$ cat config.mk
export PLATFORM = sky130hd
export DESIGN_NAME = snake_dir_ctrl
export DESIGN_NICKNAME = d
export VERILOG_FILES = /design/src/rtl/snake_pkg.sv /design/src/rtl/snake_dir_ctrl_btn_debounce.sv /design/src/rtl/snake_dir_ctrl.sv
export SDC_FILE = /design/constraint.sdc
export NUM_CORES = 1
export LEC_CHECK = 0
export ABC_CLOCK_PERIOD_IN_PS = 5120
export CAP_MARGIN = 30
export CORE_ASPECT_RATIO = 0.5
export CORE_MARGIN = 2
export CORE_UTILIZATION = 68
export CTS_CLUSTER_DIAMETER = 60
export CTS_CLUSTER_SIZE = 16
export DETAILED_ROUTE_END_ITERATION = 10
export DONT_BUFFER_PORTS = 1
export GPL_ROUTABILITY_DRIVEN = 0
export HOLD_SLACK_MARGIN = 0.08
export PLACE_DENSITY = 0.81
export REMOVE_ABC_BUFFERS = 1
export SLEW_MARGIN = 10
export SYNTH_ARGS = -nofsm -noshare
export SYNTH_HDL_FRONTEND = slang
export SYNTH_HIERARCHICAL = 1
export SYNTH_SLANG_ARGS = --single-unit
export TNS_END_PERCENT = 100
$ cat constraint.sdc
create_clock -name clk -period 5.12 [get_ports clk]
set_input_delay 0.512 -clock clk [delete_from_list [all_inputs] [get_ports clk]]
set_output_delay 0.512 -clock clk [all_outputs]
set_load 0.05 [all_outputs]
$ cat src/rtl/snake_pkg.sv
// snake_pkg: direction codes, reversal helper and controller state encoding
package snake_pkg;
   localparam logic [1:0] DIR_LEFT  = 2'b00;
   localparam logic [1:0] DIR_UP    = 2'b01;
   localparam logic [1:0] DIR_RIGHT = 2'b10;
   localparam logic [1:0] DIR_DOWN  = 2'b11;
   typedef enum logic [1:0] {ST_IDLE, ST_RUN, ST_PAUSE} state_t;
   function automatic logic [1:0] dir_opposite(input logic [1:0] d);
      return d ^ 2'b10;
   endfunction
endpackage

$ cat src/rtl/snake_dir_ctrl_btn_debounce.sv
// btn_debounce: synchronise, debounce and rising-edge detect one raw button
module btn_debounce #(
   parameter int DEBOUNCE_CYCLES = 500000
) (
   input  logic clk,
   input  logic rst,
   input  logic btn_raw,
   output logic level,
   output logic press
);
   localparam int CW = $clog2(DEBOUNCE_CYCLES + 1);
   logic          sync1_q, sync2_q, level_q, level_d, prev_q;
   logic [CW-1:0] cnt_q, cnt_d;
   logic          diff, done;
   // count stable mismatching cycles; flip the level once the count completes
   always_comb begin
      diff    = sync2_q != level_q;
      done    = cnt_q == CW'(DEBOUNCE_CYCLES - 1);
      cnt_d   = (!diff || done) ? '0 : cnt_q + CW'(1);
      level_d = (diff && done) ? ~level_q : level_q;
   end
   // synchroniser, counter, debounced level and its delayed copy
   always_ff @(posedge clk) begin
      if (rst) begin
         sync1_q <= 1'b0;
         sync2_q <= 1'b0;
         cnt_q   <= '0;
         level_q <= 1'b0;
         prev_q  <= 1'b0;
      end else begin
         sync1_q <= btn_raw;
         sync2_q <= sync1_q;
         cnt_q   <= cnt_d;
         level_q <= level_d;
         prev_q  <= level_q;
      end
   end
   assign level = level_q;
   assign press = level_q & ~prev_q;
endmodule

$ cat src/rtl/snake_dir_ctrl.sv
// snake_dir_ctrl: conditions buttons, filters turns, queues two and commits one per tick
module snake_dir_ctrl
   import snake_pkg::*;
#(
   parameter int DEBOUNCE_CYCLES = 500000,
   parameter int QDEPTH          = 2
) (
   input  logic       clk,
   input  logic       rst,
   input  logic       btn_left,
   input  logic       btn_up,
   input  logic       btn_right,
   input  logic       btn_down,
   input  logic       en,
   input  logic       tick,
   output logic [1:0] sel_direction,
   output logic       dir_changed,
   output logic       pending,
   output logic       overflow
);
   localparam logic [1:0] QMAX = 2'(QDEPTH);
   logic [3:0] press, levels_unused;
   state_t     state_q, state_d;
   logic [1:0] sel_q, sel_d, count_q, count_d, req, ref_dir;
   logic [1:0] q_q [2];
   logic [1:0] q_d [2];
   logic       rd_ptr_q, rd_ptr_d, wr_ptr_q, wr_ptr_d;
   logic       dir_changed_q, dir_changed_d, pending_q, pending_d, overflow_q, overflow_d;
   logic       active, accept, push, pop;
   btn_debounce #(.DEBOUNCE_CYCLES(DEBOUNCE_CYCLES)) u_left  (.clk(clk), .rst(rst), .btn_raw(btn_left),  .level(levels_unused[DIR_LEFT]),  .press(press[DIR_LEFT]));
   btn_debounce #(.DEBOUNCE_CYCLES(DEBOUNCE_CYCLES)) u_up    (.clk(clk), .rst(rst), .btn_raw(btn_up),    .level(levels_unused[DIR_UP]),    .press(press[DIR_UP]));
   btn_debounce #(.DEBOUNCE_CYCLES(DEBOUNCE_CYCLES)) u_right (.clk(clk), .rst(rst), .btn_raw(btn_right), .level(levels_unused[DIR_RIGHT]), .press(press[DIR_RIGHT]));
   btn_debounce #(.DEBOUNCE_CYCLES(DEBOUNCE_CYCLES)) u_down  (.clk(clk), .rst(rst), .btn_raw(btn_down),  .level(levels_unused[DIR_DOWN]),  .press(press[DIR_DOWN]));
   // FSM next state, arbitration, reversal filter and queue update
   always_comb begin
      state_d       = (state_q == ST_IDLE) ? (en ? ST_RUN : ST_IDLE) : (en ? ST_RUN : ST_PAUSE);
      active        = en & (state_q != ST_IDLE);
      req           = press[DIR_UP] ? DIR_UP : press[DIR_DOWN] ? DIR_DOWN : press[DIR_LEFT] ? DIR_LEFT : DIR_RIGHT;
      ref_dir       = (count_q != 2'd0) ? q_q[~wr_ptr_q] : sel_q;
      accept        = active & (|press) & (req != ref_dir) & (req != dir_opposite(ref_dir));
      push          = accept & (count_q != QMAX);
      pop           = tick & active & (count_q != 2'd0);
      q_d           = q_q;
      q_d[wr_ptr_q] = push ? req : q_q[wr_ptr_q];
      wr_ptr_d      = wr_ptr_q ^ push;
      rd_ptr_d      = rd_ptr_q ^ pop;
      count_d       = count_q + {1'b0, push} - {1'b0, pop};
      sel_d         = pop ? q_q[rd_ptr_q] : sel_q;
      dir_changed_d = pop;
      overflow_d    = accept & ~push;
      pending_d     = count_d != 2'd0;
   end
   // controller state registers
   always_ff @(posedge clk) begin
      if (rst) begin
         state_q       <= ST_IDLE;
         sel_q         <= DIR_RIGHT;
         count_q       <= 2'd0;
         q_q           <= '{2'b00, 2'b00};
         rd_ptr_q      <= 1'b0;
         wr_ptr_q      <= 1'b0;
         dir_changed_q <= 1'b0;
         pending_q     <= 1'b0;
         overflow_q    <= 1'b0;
      end else begin
         state_q       <= state_d;
         sel_q         <= sel_d;
         count_q       <= count_d;
         q_q           <= q_d;
         rd_ptr_q      <= rd_ptr_d;
         wr_ptr_q      <= wr_ptr_d;
         dir_changed_q <= dir_changed_d;
         pending_q     <= pending_d;
         overflow_q    <= overflow_d;
      end
   end
   assign sel_direction = sel_q;
   assign dir_changed   = dir_changed_q;
   assign pending       = pending_q;
   assign overflow      = overflow_q;
endmodule

# Word level (Yosys, flattened, before mapping)
# Index checks and enable logic that the tools add are counted.
[op_classes]
add_sub_neg = 6
order_cmp = 4
eq_ne = 11
n_mux = 20
bitwise_logic = 28
n_reduce_logical = 22
[op_table]
columns = ["op", "n"]
rows = [
  ["$add A19 B1 Y19 const B", 4],
  ["$eq A19 B19 Y1 const B", 4],
  ["$mux W2", 17],
  ["$and A1 B1 Y1", 12],
  ["$not A1 Y1", 11],
  ["$reduce_or A2 Y1", 4],
  ["$ge A2 B2 Y1 const B", 3],
  ["$not A1 Y2", 3],
  ["$reduce_bool A2 Y1", 3],
  ["$logic_and A1 B1 Y1", 5],
  ["$bwmux W4", 1],
  ["$logic_not A1 Y1", 4],
  ["$logic_or A1 B1 Y1", 4],
  ["$ne A1 B1 Y1", 4],
  ["$ne A2 B2 Y1", 2],
  ["$reduce_or A4 Y1", 1],
  ["$add A2 B1 Y2", 1],
  ["$demux W2 S1", 1],
  ["$logic_not A2 Y1", 1],
  ["$lt A2 B1 Y1 const B", 1],
  ["$ne A2 B2 Y1 const B", 1],
  ["$sub A2 B1 Y2", 1],
  ["$xor A1 B1 Y1", 2],
  ["$mux W1", 1],
]
[word_totals]
ff_bits = 107
inputBits = 8
elab_cells = 121

# Longest topological paths before layout
# Gate-level depths: netlist (run 1).
[depth]
word_depth = 13
ltp_mapped = 12
mapped_depth_nobuf = 12

# Hierarchy
# Netlist (run 1), hierarchy kept.
[modules_own_cells]
columns = ["module", "instances", "cells_each", "area_each_um2"]
rows = [
  ["btn_debounce", 4, 111, 1028.5],
  ["snake_dir_ctrl", 1, 73, 675.6],
]

# Worst setup path before layout (run 1)
# Ideal clock, no wire load.
[synth_path]
path_kind = "flip-flop to flip-flop"
start = "register sel_q[0], in the netlist sel_direction[0]"
end = "register pending_q, in the netlist pending"
t_arrival_ns = 2.389
setup_slack_ns = 2.608
path_stages_with_launch = 12
cell_sequence = "dfxtp_1 or3b_1 o211a_1 nor2_1 nand3_1 ha_1 inv_1 ha_1 xor2_1 and2_1 nor3_1 or2_2"
[synth_via]
elab_chain_len = 8
elab_cells_between_ends = 9
classes_between = "2 x add/sub; 2 x eq/ne; 1 x mux; 3 x bitwise; 1 x reduce/logical"
[synth_rtl]
columns = ["item", "line_no", "source"]
rows = [
  ["from (decl)", "snake_dir_ctrl.sv:24", "logic [1:0] sel_q, sel_d, count_q, count_d, req, ref_dir;"],
  ["from (signal assigned)", "snake_dir_ctrl.sv:67", "sel_q <= sel_d;"],
  ["$mux W2 (*)", "snake_dir_ctrl.sv:39", "ref_dir = (count_q != 2'd0) ? q_q[~wr_ptr_q] : sel_q;"],
  ["$ne A2 B2 Y1", "snake_dir_ctrl.sv:40", "accept = active & (|press) & (req != ref_dir) & (req != dir_opposite(ref_dir));"],
  ["$and A1 B1 Y1", "snake_dir_ctrl.sv:40", ""],
  ["$and A1 B1 Y1 (*)", "snake_dir_ctrl.sv:40", ""],
  ["$and A1 B1 Y1 (*)", "snake_dir_ctrl.sv:41", "push = accept & (count_q != QMAX);"],
  ["$add A2 B1 Y2 (*)", "snake_dir_ctrl.sv:47", "count_d = count_q + {1'b0, push} - {1'b0, pop};"],
  ["$sub A2 B1 Y2 (*)", "snake_dir_ctrl.sv:47", ""],
  ["$reduce_bool A2 Y1 (*)", "snake_dir_ctrl.sv:51", "pending_d = count_d != 2'd0;"],
  ["to (signal assigned)", "snake_dir_ctrl.sv:73", "pending_q <= pending_d;"],
  ["to (decl)", "snake_dir_ctrl.sv:28", "logic dir_changed_q, dir_changed_d, pending_q, pending_d, overflow_q, overflow_d;"],
]
# Every way passes the cells marked *; elsewhere a longest branch is shown, timed or not.
# A chain may end at the register's enable or synchronous reset.

# Final worst setup path (run 1)
# Same ends and word-level chain as after synthesis.

==> metrics.txt, run 1 <==
outcome=finished clean; Worst-Skew Late Latency=340 ps; CP Cell Sequence=or3b_1 > o211a_1 > nor2_1 > nand3_1 > ha_1 > inv_1 > ha_1 > xor2_1 > and2_1 > nor3_1 > or2_2; worst path bufs/invs=1; initial antenna violation count=1; f_max=0.377 GHz; Worst-path clk slew=70 ps; first-pass GRT wire length=14.4 mm; DRT Pass-1 Iters=4; Ys Warns=6; worst setup margin=2470 ps; I/O Buffers=0; via/cell ratio=5.59; Final period util=0.518; DP Wirelength=5.47 mm; total congestion overflow=0; largest net degree at the start of global routing=36; Final setup viols=0; wire per inst=13.1 um; CP Max Fanout=4; critical path arrival=2880 ps; LEAKAGE=1.60 nW; setup bufs post-CTS=0; Peak supply drop=0.186 mV; Total Power=1.58 mW; Post-Place Cells=604; initial DRC count=160; Largest stage delay, worst path=670 ps; Die X=123 um; design area=0.00518 mm2; site row count=21; synthesized instance count=517; final non-filler cell total=621; Num CTS Buffers=9; hold wc startpoint=rst; count leader, synth=dfxtp_1; Routed Antenna Nets=0; Crit Reg-Reg Startpoint=sel_direction[0]; largest delay contributor family on the critical path=simple AND/OR/NAND/NOR gates; max-cap violations=0; dpl cell area=0.00486 mm2; WL final=8.13 mm; top cells by count, synth=dfxtp_1, nor2_1, xnor2_1; RSZ-0062 raised after global routing=false; Avg Cell Area, Syn=9.26 um2; CTS Buffer Depth=2; register area share after synthesis=0.447; Total GRT Usage=0.231; Required @ worst endpoint=5350 ps; Critical Path Sink Type=flop; Post-synth EDFFs=0; vias in the first global route=3,302; Hold Path Class=in2reg; relative slew slack=0.471; synthesized area=0.00479 mm2; fraction of layout cells with a size suffix above 1=0.116; accumulated negative setup slack=0 ps; I/O pin count=13; kind of critical path=reg2reg; Synth cell types=40; Tmin final=2650 ps; H-tree Lvls=3; pwr/cell area=306 mW/mm2; CTS root buffer=clkbuf_16; Top FF cell, synth=dfxtp_1; Post-CTS Resized=0; initial core utilization=0.709; routed vias=3,469; synth top area cells=dfxtp_1, xnor2_1, nor2_1; crit path from=sel_direction[0]; fin nets=537; Async SR Flop Fraction=0; CTS tree=yes; DIE HEIGHT=63.3 um; CP dominant cell by count=ha_1; core area=0.00675 mm2; Hold Vio Cnt, Final=0; top cell type by total area after synthesis=dfxtp_1; DRC viols=0; Slew @ Worst Pin=794 ps; P&R area growth vs syn=8.07%; clk_skew=5.89 ps; Post-CTS Hold Buffers=0; Yosys reg bits=107; number of clock sinks=107; Yosys top cell area share=0.447; CP max stage cell=dfxtp_1; Pins Over Slew Limit=0; Placement Setup Slack=2470 ps; startpoint types=flop; DIE AREA=0.00777 mm2
==> state kept, by name, summed over array words and instances, names as in the netlist, 2 cells and up <==
signal and flops:
u_down/cnt_q 19, u_left/cnt_q 19, u_right/cnt_q 19, u_up/cnt_q 19, q_q 4, count_q 2, sel_direction 2, state_q 2
==> routing by layer <==
metal  track usage  share of wire  vias to the layer above
met3        0.0716          0.028                        9
met4        0.0790          0.010                        0
met2         0.381           0.46                       20
met1         0.286           0.50                     1623
met5             0              0                        -
li1              -              -                     1817
==> cell type report <==
type	instances	area, um2
clock buffers	10	229
multi-input cells	383	2520
flip-flops and latches	107	2140
clock inverters	6	88.8
fillers	485	1580
well taps	92	115
diodes	1	2.50
inverters	22	82.6
==> where the power goes <==
part	internal, mW	leakage [nW]	switching [mW]
logic	0.00569	0.585	0.00848
clock network	0.429	0.149	0.299
registers	0.836	0.864	0.00296
total	1.27	1.60	0.310
==> placed cells by master (no fill, tap or decap), types with 5 or more instances in the layout <==
master / n
nand3_1: 18
nor4_1: 16
inv_1: 22
nand2_1: 30
nor2b_1: 24
o31ai_1: 5
a21oi_1: 17
nand4_1: 12
nand3_2: 8
or3_1: 8
ha_1: 6
mux2_2: 5
clkbuf_16: 9
nor2_1: 86
or4_1: 5
xnor2_1: 45
or4_4: 9
nor3_1: 24
o21ai_0: 8
xor2_1: 13
or2_2: 7
dfxtp_1: 107
==> final timing paths <==
check                       to  slack (ps)  cells after the start
setup / recovery       pending        2470                     11
hold / removal      state_q[0]         230                      1
setup reg to reg       pending        2470                     11
hold reg to reg   u_up/sync2_q         450                      1
==> through the flow <==
stage               hold WS, ps   util
floorplan                   414      -
finish                      232  0.767
CTS                         224  0.766
detailed placement          432  0.719
global placement            418  0.719
global route                213  0.766
==> cell families after synthesis <==
family / after synthesis / share of synthesized area
buffers and inverters: 27 / 0.0274
muxes: 9 / 0.0204
DFF: 107 / 0.447
xor gates and xnor gates: 58 / 0.106
adders and majority gates: 6 / 0.0157
AOI/OAI and AO/OA: 43 / 0.0677
and+or+nand+nor: 267 / 0.316
Power figures use the tool's default switching activity.
==> inputs of run 2 (changes only) <==
- ABC_CLOCK_PERIOD_IN_PS: 5120 -> 2500
- CORE_UTILIZATION: 68 -> 63
- PLACE_DENSITY: 0.81 -> 0.76
- clock period: 5.12 -> 2.5 ns (I/O delays scaled with it)
==> metrics.txt, run 2 (synthesized netlist as in run 1, its figures left out) <==
outcome=finished clean; DRT Pass-1 Iters=4 (unchanged); total congestion overflow=0 (unchanged); setup bufs post-CTS=0 (unchanged); startpoint types=flop; Reg2Reg Setup Slack=110 ps (-2360 ps); Worst-path clk slew=60 ps (about the same); crit path from=sel_direction[0]; clk_skew=4.54 ps (-1.34 ps); most frequent cells in the layout=dfxtp_1, nor2_1, xnor2_1, nand2_1, nor3_1; I/O Buffers=0 (unchanged); CP Max Fanout=4 (unchanged); CTS Buffer Depth=2 (unchanged); Total Power=3.27 mW (+110%); DIE AREA=0.00836 mm2 (+7.5%); # fillers=549 (+13%); critical path arrival=2620 ps (-260 ps); fraction of layout cells with a size suffix above 1=0.136 (+0.0201); Worst-Skew Late Latency=350 ps (about the same); Die X=127 um (+3.8%); Largest stage delay, worst path=370 ps (-300 ps); Total GRT Usage=0.232 (+0.00130); worst path bufs/invs=1 (unchanged); vias in the first global route=3,543 (+7.3%); Required @ worst endpoint=2740 ps (-2610 ps); number of clock sinks=107 (unchanged); site row count=22 (+4.8%); CP dominant cell by count=ha_1; Peak supply drop=0.329 mV (+76%); Final period util=0.955 (+0.437); Slew @ Worst Pin=531 ps (-263 ps); DIE HEIGHT=65.7 um (+3.6%); Routed Antenna Nets=0 (unchanged); DP Wirelength=5.48 mm (+0.12%); Crit Reg-Reg Startpoint=sel_direction[0]; largest delay contributor family on the critical path=simple AND/OR/NAND/NOR gates; Crit. path cell count=11 (unchanged); CP max stage cell=dfxtp_1; relative slew slack=0.644 (+0.173); routed vias=3,628 (+4.6%); R2R cell count=11 (unchanged); Critical Path Sink Type=flop; f_max=0.419 GHz (+11%); via/cell ratio=5.57 (-0.24%); Tmin final=2390 ps (-263 ps); Final setup viols=0 (unchanged); CP Cell Sequence=or3b_1 > o211a_1 > nor2_2 > nand3_1 > ha_1 > inv_1 > ha_1 > xor2_1 > and2_1 > nor3_1 > or2_2; largest net degree at the start of global routing=32 (-11%); core area=0.00735 mm2 (+8.8%); FF-to-FF End=pending; pwr/cell area=597 mW/mm2 (+95%); fin nets=563 (+4.8%); hold depth=2 (+1); wire per inst=13.7 um (+4.6%); kind of critical path=reg2reg; post-layout util=0.745 (-0.0219); first-pass GRT wire length=15.7 mm (+8.4%); Hold Path Class=in2reg; commonest non-fill, non-tap cell in the layout=dfxtp_1; P&R area growth vs syn=14.3%; CP endpoint=pending; initial DRC count=165 (+3.1%); CTS root buffer=clkbuf_16; I/O pin count=13 (unchanged); initial core utilization=0.652 (-0.0576); LEAKAGE=1.76 nW (+10%); accumulated negative setup slack=0 ps (unchanged); DRC viols=0 (unchanged); CTS tree=yes; Hold Vio Cnt, Final=0 (unchanged); H-tree Lvls=3 (unchanged); Pins Over Slew Limit=0 (unchanged); Num CTS Buffers=9 (unchanged); max-cap violations=0 (unchanged); initial antenna violation count=2 (+1); WL final=8.91 mm (+9.6%)
[run 2: changes by cell type in the layout (fill, tap and decap cells not counted), moves of 2 or more]
cell,delta
nor2_1,-2
nor2b_1,-2
buf_4,+6
dfxtp_2,+3
dfxtp_1,-3
nor2b_2,+2
nor2_2,+2
clkinvlp_4,-2
dlygate4sd3_1,+20
[run 2: through the flow]
| step | std cells | cell area [um2] | hold slack [ps] | setup WS [ps] |
|---|---|---|---|---|
| after floorplan | 512 | 4740 | 319 | -12.5 |
| after global placement | 614 | 4910 | 323 | 91.2 |
| after detailed placement | 614 | 4910 | 326 | 33.2 |
| after CTS | 649 | 5420 | 123 | 0.656 |
| after global routing | 650 | 5470 | 141 | -4.46 |
| final | 651 | 5470 | 131 | 113 |
[run 2: worst min-delay path by stage]
stage	startpoint	endpoint	slack [ps]
2_1_floorplan	rst	wr_ptr_q	320
3_3_place_gp	rst	state_q[0]	320
3_5_place_dp	rst	state_q[0]	330
4_1_cts	rst	overflow	120
5_1_grt	rst	overflow	140
6_report	rst	overflow	130
[run 2: report_power, final]
part / switching [mW] / internal, mW / leakage (nW)
sequential: 0.00588 / 1.71 / 0.865
combinational: 0.0217 / 0.0245 / 0.741
clock: 0.620 / 0.881 / 0.154
total: 0.647 / 2.62 / 1.76
[run 2: repair_timing]
| action | CTS | global route |
|---|---|---|
| resized for setup | 0 | 12 |
| hold endpoints to repair | 23 | 0 |
| endpoints found under the setup margin | 0 | 1 |
| hold buffers | 20 | 0 |
[run 2: routing by layer]
metal	up-vias	share of wire	GRT usage
met1	1704	0.48	0.286
li1	1871	-	-
met5	-	0	0
met2	39	0.47	0.404
met3	14	0.033	0.0611
met4	0	0.014	0.0701
[run 2: area by class of cell]
cell class | count | area (um2) | area share
Multi-Input combinational cell | 383 | 2560 | 0.468
Sequential cell | 107 | 2150 | 0.392
Timing Repair Buffer | 26 | 245 | 0.0448
Clock buffer | 10 | 229 | 0.0418
Tap cell | 96 | 120 | 0.0219
Clock inverter | 5 | 86.3 | 0.0158
Inverter | 22 | 82.6 | 0.0151
Antenna cell | 2 | 5.00 | 0.000914
